`config.mk`:
```
export PLATFORM = sky130hd
export DESIGN_NAME = stopwatch_bcd
export DESIGN_NICKNAME = d
export VERILOG_FILES = /design/src/rtl/stopwatch_pkg.sv /design/src/rtl/sync_edge.sv /design/src/rtl/stopwatch_bcd.sv
export SDC_FILE = /design/constraint.sdc
export NUM_CORES = 1
export LEC_CHECK = 0
export ABC_CLOCK_PERIOD_IN_PS = 2100
export BUFFER_PORTS_ARGS = -buffer_cell sky130_fd_sc_hd__buf_2
export CAP_MARGIN = 20
export CORE_ASPECT_RATIO = 2
export CORE_UTILIZATION = 53
export CTS_CLUSTER_SIZE = 16
export DETAILED_ROUTE_END_ITERATION = 10
export PLACE_DENSITY = 0.87
export SLEW_MARGIN = 20
export SYNTH_ARGS = -nofsm -noshare
export SYNTH_HDL_FRONTEND = slang
export SYNTH_HIERARCHICAL = 1
export SYNTH_SLANG_ARGS = --single-unit
export TNS_END_PERCENT = 1
```
`constraint.sdc`:
```
create_clock -name clkin -period 2.1 [get_ports clkin]
set_input_delay 0.42 -clock clkin [delete_from_list [all_inputs] [get_ports clkin]]
set_output_delay 0.42 -clock clkin [all_outputs]
set_load 0.02 [all_outputs]
```
`src/rtl/stopwatch_pkg.sv`:
```
// rtl/stopwatch_pkg.sv - shared types and constants for the BCD stopwatch
package stopwatch_pkg;

    typedef enum logic [1:0] {
        ST_STOP = 2'd0,
        ST_RUN  = 2'd1,
        ST_LAP  = 2'd2
    } state_t;

    // Highest value of a full decimal digit and of the seconds-tens digit
    localparam logic [3:0] CS_MAX    = 4'd9;
    localparam logic [3:0] SEC_T_MAX = 4'd5;

    localparam int DIGIT_W   = 4;
    localparam int CS_U_LSB  = 0;
    localparam int CS_T_LSB  = 4;
    localparam int SEC_U_LSB = 8;
    localparam int SEC_T_LSB = 12;
    localparam int MIN_U_LSB = 16;
    localparam int MIN_T_LSB = 20;

endpackage

```
`src/rtl/sync_edge.sv`:
```
// rtl/sync_edge.sv - input synchroniser with one-cycle rising-edge pulse
module sync_edge #(
    parameter int SYNC_STAGES = 2
) (
    input  logic clkin,
    input  logic clrn,
    input  logic din,
    output logic pulse
);

    localparam int TOP = SYNC_STAGES - 1;

    logic [SYNC_STAGES-1:0] sync_q;
    logic [SYNC_STAGES-1:0] fill_q;
    logic                   prev_q;
    logic                   armed_q;

    // Shift the input through the synchroniser; fill_q marks when the last
    // stage holds a real sample rather than a reset zero, and armed_q only
    // sets once a genuine low has been seen, so a level held high across
    // reset release never looks like an edge.
    always_ff @(posedge clkin or negedge clrn) begin
        if (!clrn) begin
            sync_q  <= '0;
            fill_q  <= '0;
            prev_q  <= 1'b0;
            armed_q <= 1'b0;
        end else begin
            sync_q  <= {sync_q[SYNC_STAGES-2:0], din};
            fill_q  <= {fill_q[SYNC_STAGES-2:0], 1'b1};
            prev_q  <= sync_q[TOP];
            armed_q <= armed_q | (fill_q[TOP] & ~sync_q[TOP]);
        end
    end

    assign pulse = sync_q[TOP] & ~prev_q & armed_q;

endmodule

```
`src/rtl/stopwatch_bcd.sv`:
```
// rtl/stopwatch_bcd.sv - MM:SS.CC BCD stopwatch with start/stop and lap/clear
module stopwatch_bcd
    import stopwatch_pkg::*;
#(
    parameter int SYNC_STAGES = 2,
    parameter int MAX_MIN     = 59
) (
    input  logic        clkin,
    input  logic        clrn,
    input  logic        tick_in,
    input  logic        startstop,
    input  logic        lap,
    output logic [23:0] disp,
    output logic        running,
    output logic        lap_active,
    output logic        ovf
);

    localparam logic [3:0] MIN_T_MAX = 4'(MAX_MIN / 10);
    localparam logic [3:0] MIN_U_MAX = 4'(MAX_MIN % 10);

    logic tick_p, ss_p, lap_p;

    sync_edge #(.SYNC_STAGES(SYNC_STAGES)) u_tick (
        .clkin(clkin), .clrn(clrn), .din(tick_in), .pulse(tick_p)
    );
    sync_edge #(.SYNC_STAGES(SYNC_STAGES)) u_ss (
        .clkin(clkin), .clrn(clrn), .din(startstop), .pulse(ss_p)
    );
    sync_edge #(.SYNC_STAGES(SYNC_STAGES)) u_lap (
        .clkin(clkin), .clrn(clrn), .din(lap), .pulse(lap_p)
    );

    state_t      state_q, state_d;
    logic [23:0] count_q, count_d, count_inc;
    logic [23:0] snap_q, snap_d;
    logic        wrap, ovf_d;

    logic [3:0] cs_u, cs_t, sec_u, sec_t, min_u, min_t;
    logic       c0, c1, c2, c3, min_at_max;

    assign cs_u  = count_q[CS_U_LSB  +: DIGIT_W];
    assign cs_t  = count_q[CS_T_LSB  +: DIGIT_W];
    assign sec_u = count_q[SEC_U_LSB +: DIGIT_W];
    assign sec_t = count_q[SEC_T_LSB +: DIGIT_W];
    assign min_u = count_q[MIN_U_LSB +: DIGIT_W];
    assign min_t = count_q[MIN_T_LSB +: DIGIT_W];

    // Ripple-carry BCD increment: a digit advances only when every lower
    // digit is at its maximum; the whole count wraps at MAX_MIN:59.99.
    always_comb begin
        count_inc  = count_q;
        wrap       = 1'b0;
        c0         = (cs_u == CS_MAX);
        c1         = c0 && (cs_t == CS_MAX);
        c2         = c1 && (sec_u == CS_MAX);
        c3         = c2 && (sec_t == SEC_T_MAX);
        min_at_max = (min_t == MIN_T_MAX) && (min_u == MIN_U_MAX);

        count_inc[CS_U_LSB +: DIGIT_W] = c0 ? 4'd0 : cs_u + 4'd1;
        if (c0) begin
            count_inc[CS_T_LSB +: DIGIT_W] = c1 ? 4'd0 : cs_t + 4'd1;
        end
        if (c1) begin
            count_inc[SEC_U_LSB +: DIGIT_W] = c2 ? 4'd0 : sec_u + 4'd1;
        end
        if (c2) begin
            count_inc[SEC_T_LSB +: DIGIT_W] = c3 ? 4'd0 : sec_t + 4'd1;
        end
        if (c3) begin
            if (min_at_max) begin
                count_inc = '0;
                wrap      = 1'b1;
            end else if (min_u == CS_MAX) begin
                count_inc[MIN_U_LSB +: DIGIT_W] = 4'd0;
                count_inc[MIN_T_LSB +: DIGIT_W] = min_t + 4'd1;
            end else begin
                count_inc[MIN_U_LSB +: DIGIT_W] = min_u + 4'd1;
            end
        end
    end

    // Next state and datapath: ticks use the state at the start of the
    // cycle, start/stop outranks lap, and a stopped lap press clears.
    always_comb begin
        state_d = state_q;
        count_d = count_q;
        snap_d  = snap_q;
        ovf_d   = 1'b0;

        if (tick_p && (state_q != ST_STOP)) begin
            count_d = count_inc;
            ovf_d   = wrap;
        end

        case (state_q)
            ST_STOP: begin
                if (ss_p) begin
                    state_d = ST_RUN;
                end else if (lap_p) begin
                    count_d = '0;
                end
            end
            ST_RUN: begin
                if (ss_p) begin
                    state_d = ST_STOP;
                end else if (lap_p) begin
                    state_d = ST_LAP;
                    snap_d  = count_q;
                end
            end
            ST_LAP: begin
                if (ss_p) begin
                    state_d = ST_STOP;
                end else if (lap_p) begin
                    state_d = ST_RUN;
                end
            end
            default: state_d = ST_STOP;
        endcase
    end

    // State register
    always_ff @(posedge clkin or negedge clrn) begin
        if (!clrn) begin
            state_q <= ST_STOP;
        end else begin
            state_q <= state_d;
        end
    end

    // Count, snapshot and registered outputs all follow the next state
    always_ff @(posedge clkin or negedge clrn) begin
        if (!clrn) begin
            count_q    <= '0;
            snap_q     <= '0;
            disp       <= '0;
            running    <= 1'b0;
            lap_active <= 1'b0;
            ovf        <= 1'b0;
        end else begin
            count_q    <= count_d;
            snap_q     <= snap_d;
            disp       <= (state_d == ST_LAP) ? snap_d : count_d;
            running    <= (state_d != ST_STOP);
            lap_active <= (state_d == ST_LAP);
            ovf        <= ovf_d;
        end
    end

endmodule

```
; After elaboration in Yosys (flattened, before gate mapping)
; Cells that the tools add are included.
[classes]
addsub = 6
eq_ne = 9
n_mux = 29
bitwise_logic = 18
n_reduce_logical = 8
[ops]
columns = operator, count
row1 = two-way mux 24 bit, 9
row2 = two-way mux 4 bit, 9
row3 = "adder 4 x 1 -> 4 bit, second input constant", 6
row4 = "== test 4 bit, second input constant", 4
row5 = two-way mux 16 bit, 1
row6 = two-way mux 2 bit, 5
row7 = AND 1 bit, 9
row8 = "== test 4 x 3 -> 1 bit, second input constant", 2
row9 = two-way mux 8 bit, 1
row10 = inverter 1 bit, 6
row11 = one-hot mux 2 bit (3 select lines), 1
row12 = logical AND 1 bit, 5
row13 = "== test 2 bit, second input constant", 2
row14 = nonzero test 2 bit, 2
row15 = two-way mux 1 bit, 3
row16 = OR 1 bit, 3
row17 = "== test 2 x 1 -> 1 bit, second input constant", 1
row18 = logical NOT 2 bit, 1
[word_totals]
regBits = 95
input_bits = 5
output_inout_bits = 27
word_cells = 89

; Longest topological paths before layout
[logic_depth]
depth_word = 13
ltp_mapped = 9

; By module
; The synthesis kept the hierarchy.
[by_module_without_submodules]
columns = mod, n_inst, cells_each, area_each_um2, seq_area_each_um2
row1 = stopwatch_bcd, 1, 296, 3450.8, 1926.8
row2 = sync_edge, 3, 11, 172.7, 150.1

; Worst setup path after synthesis
; No wires, ideal clock.
[synth_timing]
kind = register -> register
from = register u_lap.sync_q[1]
to = register disp[15]
setup_ns = 0.128
arrival_ns = 1.876
required_ns = 1.972
path_slack_ns = 0.096
stages_incl_launch_ff = 8
path_buffers = 1
cell_sequence = dfrtp_1 > nand2_1 > nor2_1 > nand2b_1 > nor2_1 > buf_2 > mux2_2 > mux2_1
[synth_via]
elab_cells_between_ends = 15
classes_between = eq/ne: 1 / mux: 12 / bitwise: 2
[synth_lines]
columns = element, line_no
row1 = "start, declared", sync_edge.sv:13  ; logic [SYNC_STAGES-1:0] sync_q;
row2 = "start signal, assigned", sync_edge.sv:29  ; sync_q <= {sync_q[SYNC_STAGES-2:0], din};
row3 = AND 1 bit (2 in a row), sync_edge.sv:36  ; assign pulse = sync_q[TOP] & ~prev_q & armed_q;
row4 = named net lap_p, stopwatch_bcd.sv:22  ; logic tick_p, ss_p, lap_p;
row5 = two-way mux 24 bit, stopwatch_bcd.sv:107  ; end else if (lap_p) begin
row6 = two-way mux 24 bit, stopwatch_bcd.sv:105  ; if (ss_p) begin
row7 = two-way mux 24 bit, stopwatch_bcd.sv:96  ; case (state_q)
row8 = named net snap_d[15], stopwatch_bcd.sv:36  ; logic [23:0] snap_q, snap_d;
row9 = two-way mux 24 bit, stopwatch_bcd.sv:144  ; disp <= (state_d == ST_LAP) ? snap_d : count_d;
row10 = "end signal, assigned", stopwatch_bcd.sv:144
row11 = "end, declared", stopwatch_bcd.sv:13  ; output logic [23:0] disp,
; The timed path passes the listed nets, and every way through them passes these cells.

; Worst setup path after layout
[layout_timing]
from = register count_q[4]
to = register disp[20]
[layout_via]
elab_chain_len = 10
[layout_lines]
columns = element, line_no
row1 = "start, declared", stopwatch_bcd.sv:35  ; logic [23:0] count_q, count_d, count_inc;
row2 = "start signal, assigned", stopwatch_bcd.sv:142  ; count_q <= count_d;
row3 = == test 4 bit (*), stopwatch_bcd.sv:55  ; c1 = c0 && (cs_t == CS_MAX);
row4 = logical AND 1 bit (*), stopwatch_bcd.sv:55
row5 = logical AND 1 bit (*), stopwatch_bcd.sv:56  ; c2 = c1 && (sec_u == CS_MAX);
row6 = logical AND 1 bit (*), stopwatch_bcd.sv:57  ; c3 = c2 && (sec_t == SEC_T_MAX);
row7 = two-way mux 24 bit (*), stopwatch_bcd.sv:70  ; if (c3) begin
row8 = two-way mux 24 bit (*), stopwatch_bcd.sv:91  ; if (tick_p && (state_q != ST_STOP)) begin
row9 = two-way mux 24 bit, stopwatch_bcd.sv:100  ; end else if (lap_p) begin
row10 = two-way mux 24 bit, stopwatch_bcd.sv:98  ; if (ss_p) begin
row11 = two-way mux 24 bit (*), stopwatch_bcd.sv:96
row12 = two-way mux 24 bit (*), stopwatch_bcd.sv:144
; Mark *: on every way between the ends. The rest lies on a longest branch, timed or not.

==> impl_metrics.yaml <==
clocking:
  max-clock-path-buffers: 2
  clock_latency_ns: 0.34
  clockRootBuffer: "clkbuf_16"
  clk_pin_slew_ns: 0.06
  cts_tree: "yes"
  cts.sinks: 95
  h-tree-depth: 3
  cts_made_buffers: 9
critical_path:
  worstPathArrival_ns: 2.23
  r2r_setup_slack_ns: 0.09
  startpoint_type: "flop"
  worstSetupPathType: "flop to flop"
  required_ns: 2.31
  path_max_fanout: 7
  end_kind: "flop"
routing:
  num_vias: 2615
  drtIter0Drc: 118
  via_per_inst: 5.47
  wl_per_cell_um: 15.9
  drc: 0
  firstDrtPassIters: 4
  routed_wl_mm: 7.61
  ant_nets: 0
global_route:
  met2_usage_pct: 37.8
  antenna_found_initial: 0
  grt_use_total_pct: 21.8
  grt_max_degree: 51
  grt_pass1_wl_mm: 12.9
  grt_use_met1_pct: 22.4
  grt_pass1_vias: 2778
  grt_use_met3_pct: 5.86
  overflow: 0
  busiest_layer: "met2"
placement:
  dp_slack_ns: 0.0244
  port_buffers: 31
  finalWeightedCongestion: 0.896
  dpl.hpwl_mm: 5.39
  placed_area_um2: 4340
timing:
  fin_setup_tns_ns: 0
  drv_slew: 0
  setup_viol: 0
  finalHoldViolations: 0
  clock_skew_ns: 0.00860
  post-route-period-util_pct: 95.9
  timing.final.ws_setup_ns: 0.0869
  fmax_mhz: 497
  finalWorstPathRequiredPeriod_ns: 2.01
  rsz0062_at_grt: "yes"
yosys:
  syn_area_per_cell_um2: 12.1
  synth_top_cells_by_count: "dfrtp_1, mux2_2, nand2_1"
  ys_seq_area_share_pct: 59.9
  synthMostInstantiatedCell: "dfrtp_1"
  ys_ff_latch: 95
  yosysUniqueCellTypes: 47
  synth-edff-count: 0
  async_flop_share_pct: 100
  netlist_instances: 329
  syn_nets: 346
  synth_top_cell_by_area: "dfrtp_1"
  yosys_warnings: 6
  netlist_top_cells_area: "dfrtp_1, mux2_2, ha_1"
  synth_ff_type: "dfrtp_1"
  yosysTopAreaCellShare_pct: 59.9
  syn_area_um2: 3970
finish:
  nets: 398
  drive_gt1_share_pct: 29.8
  final_area_um2: 4650
  antenna_cells_inserted: 0
  syn_to_final_growth_pct: 17.2
hold_path:
  min_path_type: "input port to flop"
flow_run:
  cap_violations: 0
power:
  vdd_drop_max_mv: 0.778
  powerDensity_nw_per_um2: 832
  p_leak_nw: 2.39
die:
  rows: 44
  ioPinCount: 32
  die_area_um2: 7860
  die_h_um: 124
  core-area_um2: 7270
  die_x_um: 63.2
  start_util_pct: 54.6
status:
  status: "finished clean"
==> what timing repair did <==
item / CTS / global route
hold buffers: 1 / 0
endpoints found under the hold margin: 19 / 0
buffers inserted: 0 / 2
pin swaps: 0 / 2
cloned: 0 / 0
endpoints found under the setup margin: 1 / 14
resized for setup: 1 / 3
==> stage by stage <==
step / cells / utilization [%] / hold slack (ns) / total power, mW
after floorplan: 329 / - / 0.124 / 2.25
after global placement: 459 / 59.7 / 0.310 / 2.41
after detailed placement: 459 / 59.7 / 0.317 / 2.43
after CTS: 476 / 63.6 / 0.167 / 3.91
after global routing: 478 / 64.0 / 0.159 / 4.04
final: 478 / 64.0 / 0.180 / 3.87
==> kinds of logic after synthesis <==
group	Yosys count	share of synthesized area, %
XOR/XNOR	4	0.883
flip-flops	95	59.9
buffers and inverters	20	2.27
AO/OA/AOI/OAI	39	6.24
multiplexers	43	12.0
AND/OR/NAND/NOR	113	14.7
other	3	0.284
adder cells (fa/ha/maj)	12	3.78
==> metal layers <==
layer / wire length [um] / share of wire (%) / up-vias
li1: - / - / 1232
met1: 2800 / 37 / 1298
met2: 4290 / 56 / 62
met3: 266 / 3.5 / 23
met4: 257 / 3.4 / 0
met5: 0 / 0 / -
==> worst max-delay path, stage by stage (launching register included) <==
cell and delay [ns]:
dfrtp_1 0.44, ha_1 0.26, and3b_2 0.26, and4_1 0.23
buf_4 0.15, nand2_1 0.12, mux2i_1 0.28, o21ai_0 0.14
==> final cells by class <==
cell class                 count  area, um2
multi-input combinational    214       1520
clock buffer                   9        225
timing repair buffer          50        328
sequential                    95       2380
inverter                      11       41.3
tap                           92        115
fill                         576       2620
clock inverter                 7       47.5
==> flip-flops by register name, indices dropped and copies added (netlist names), 2 cells and up <==
signal / count
u_lap/fill_q: 2
count_q: 24
u_ss/fill_q: 2
u_tick/fill_q: 2
snap_q: 24
disp: 24
u_lap/sync_q: 2
u_ss/sync_q: 2
state_q: 2
u_tick/sync_q: 2
==> final timing paths <==
path                                            startpoint                    endpoint  cells past startpoint
worst max-delay path                  count_q[4]$_DFF_PN0_          disp[20]$_DFF_PN0_                      7
worst min-delay path                             startstop    u_ss/sync_q[0]$_DFF_PN0_                      1
worst max register to register        count_q[4]$_DFF_PN0_          disp[20]$_DFF_PN0_                      7
worst min register to register  u_tick/fill_q[0]$_DFF_PN0_  u_tick/fill_q[1]$_DFF_PN0_                      0
max in group asynchronous                             clrn          disp[16]$_DFF_PN0_                      3
min in group asynchronous                             clrn    u_ss/sync_q[1]$_DFF_PN0_                      2
==> placed cells by master (no fill, tap or decap), types with 10 or more instances in the layout <==
cell and instances:
o21ai_0 11, dfrtp_1 94, ha_1 12, buf_2 30, mux2_2 35, inv_1 10
a21oi_1 10, nand2_1 34, buf_4 17, nor2_1 31
==> power breakdown <==
group          internal, mW  switching [mW]  total, mW
logic                 0.164           0.256      0.420
registers              1.92          0.0583       1.98
clock network         0.800           0.668       1.47
total                  2.89           0.982       3.87
Power figures use the tool's default switching activity.
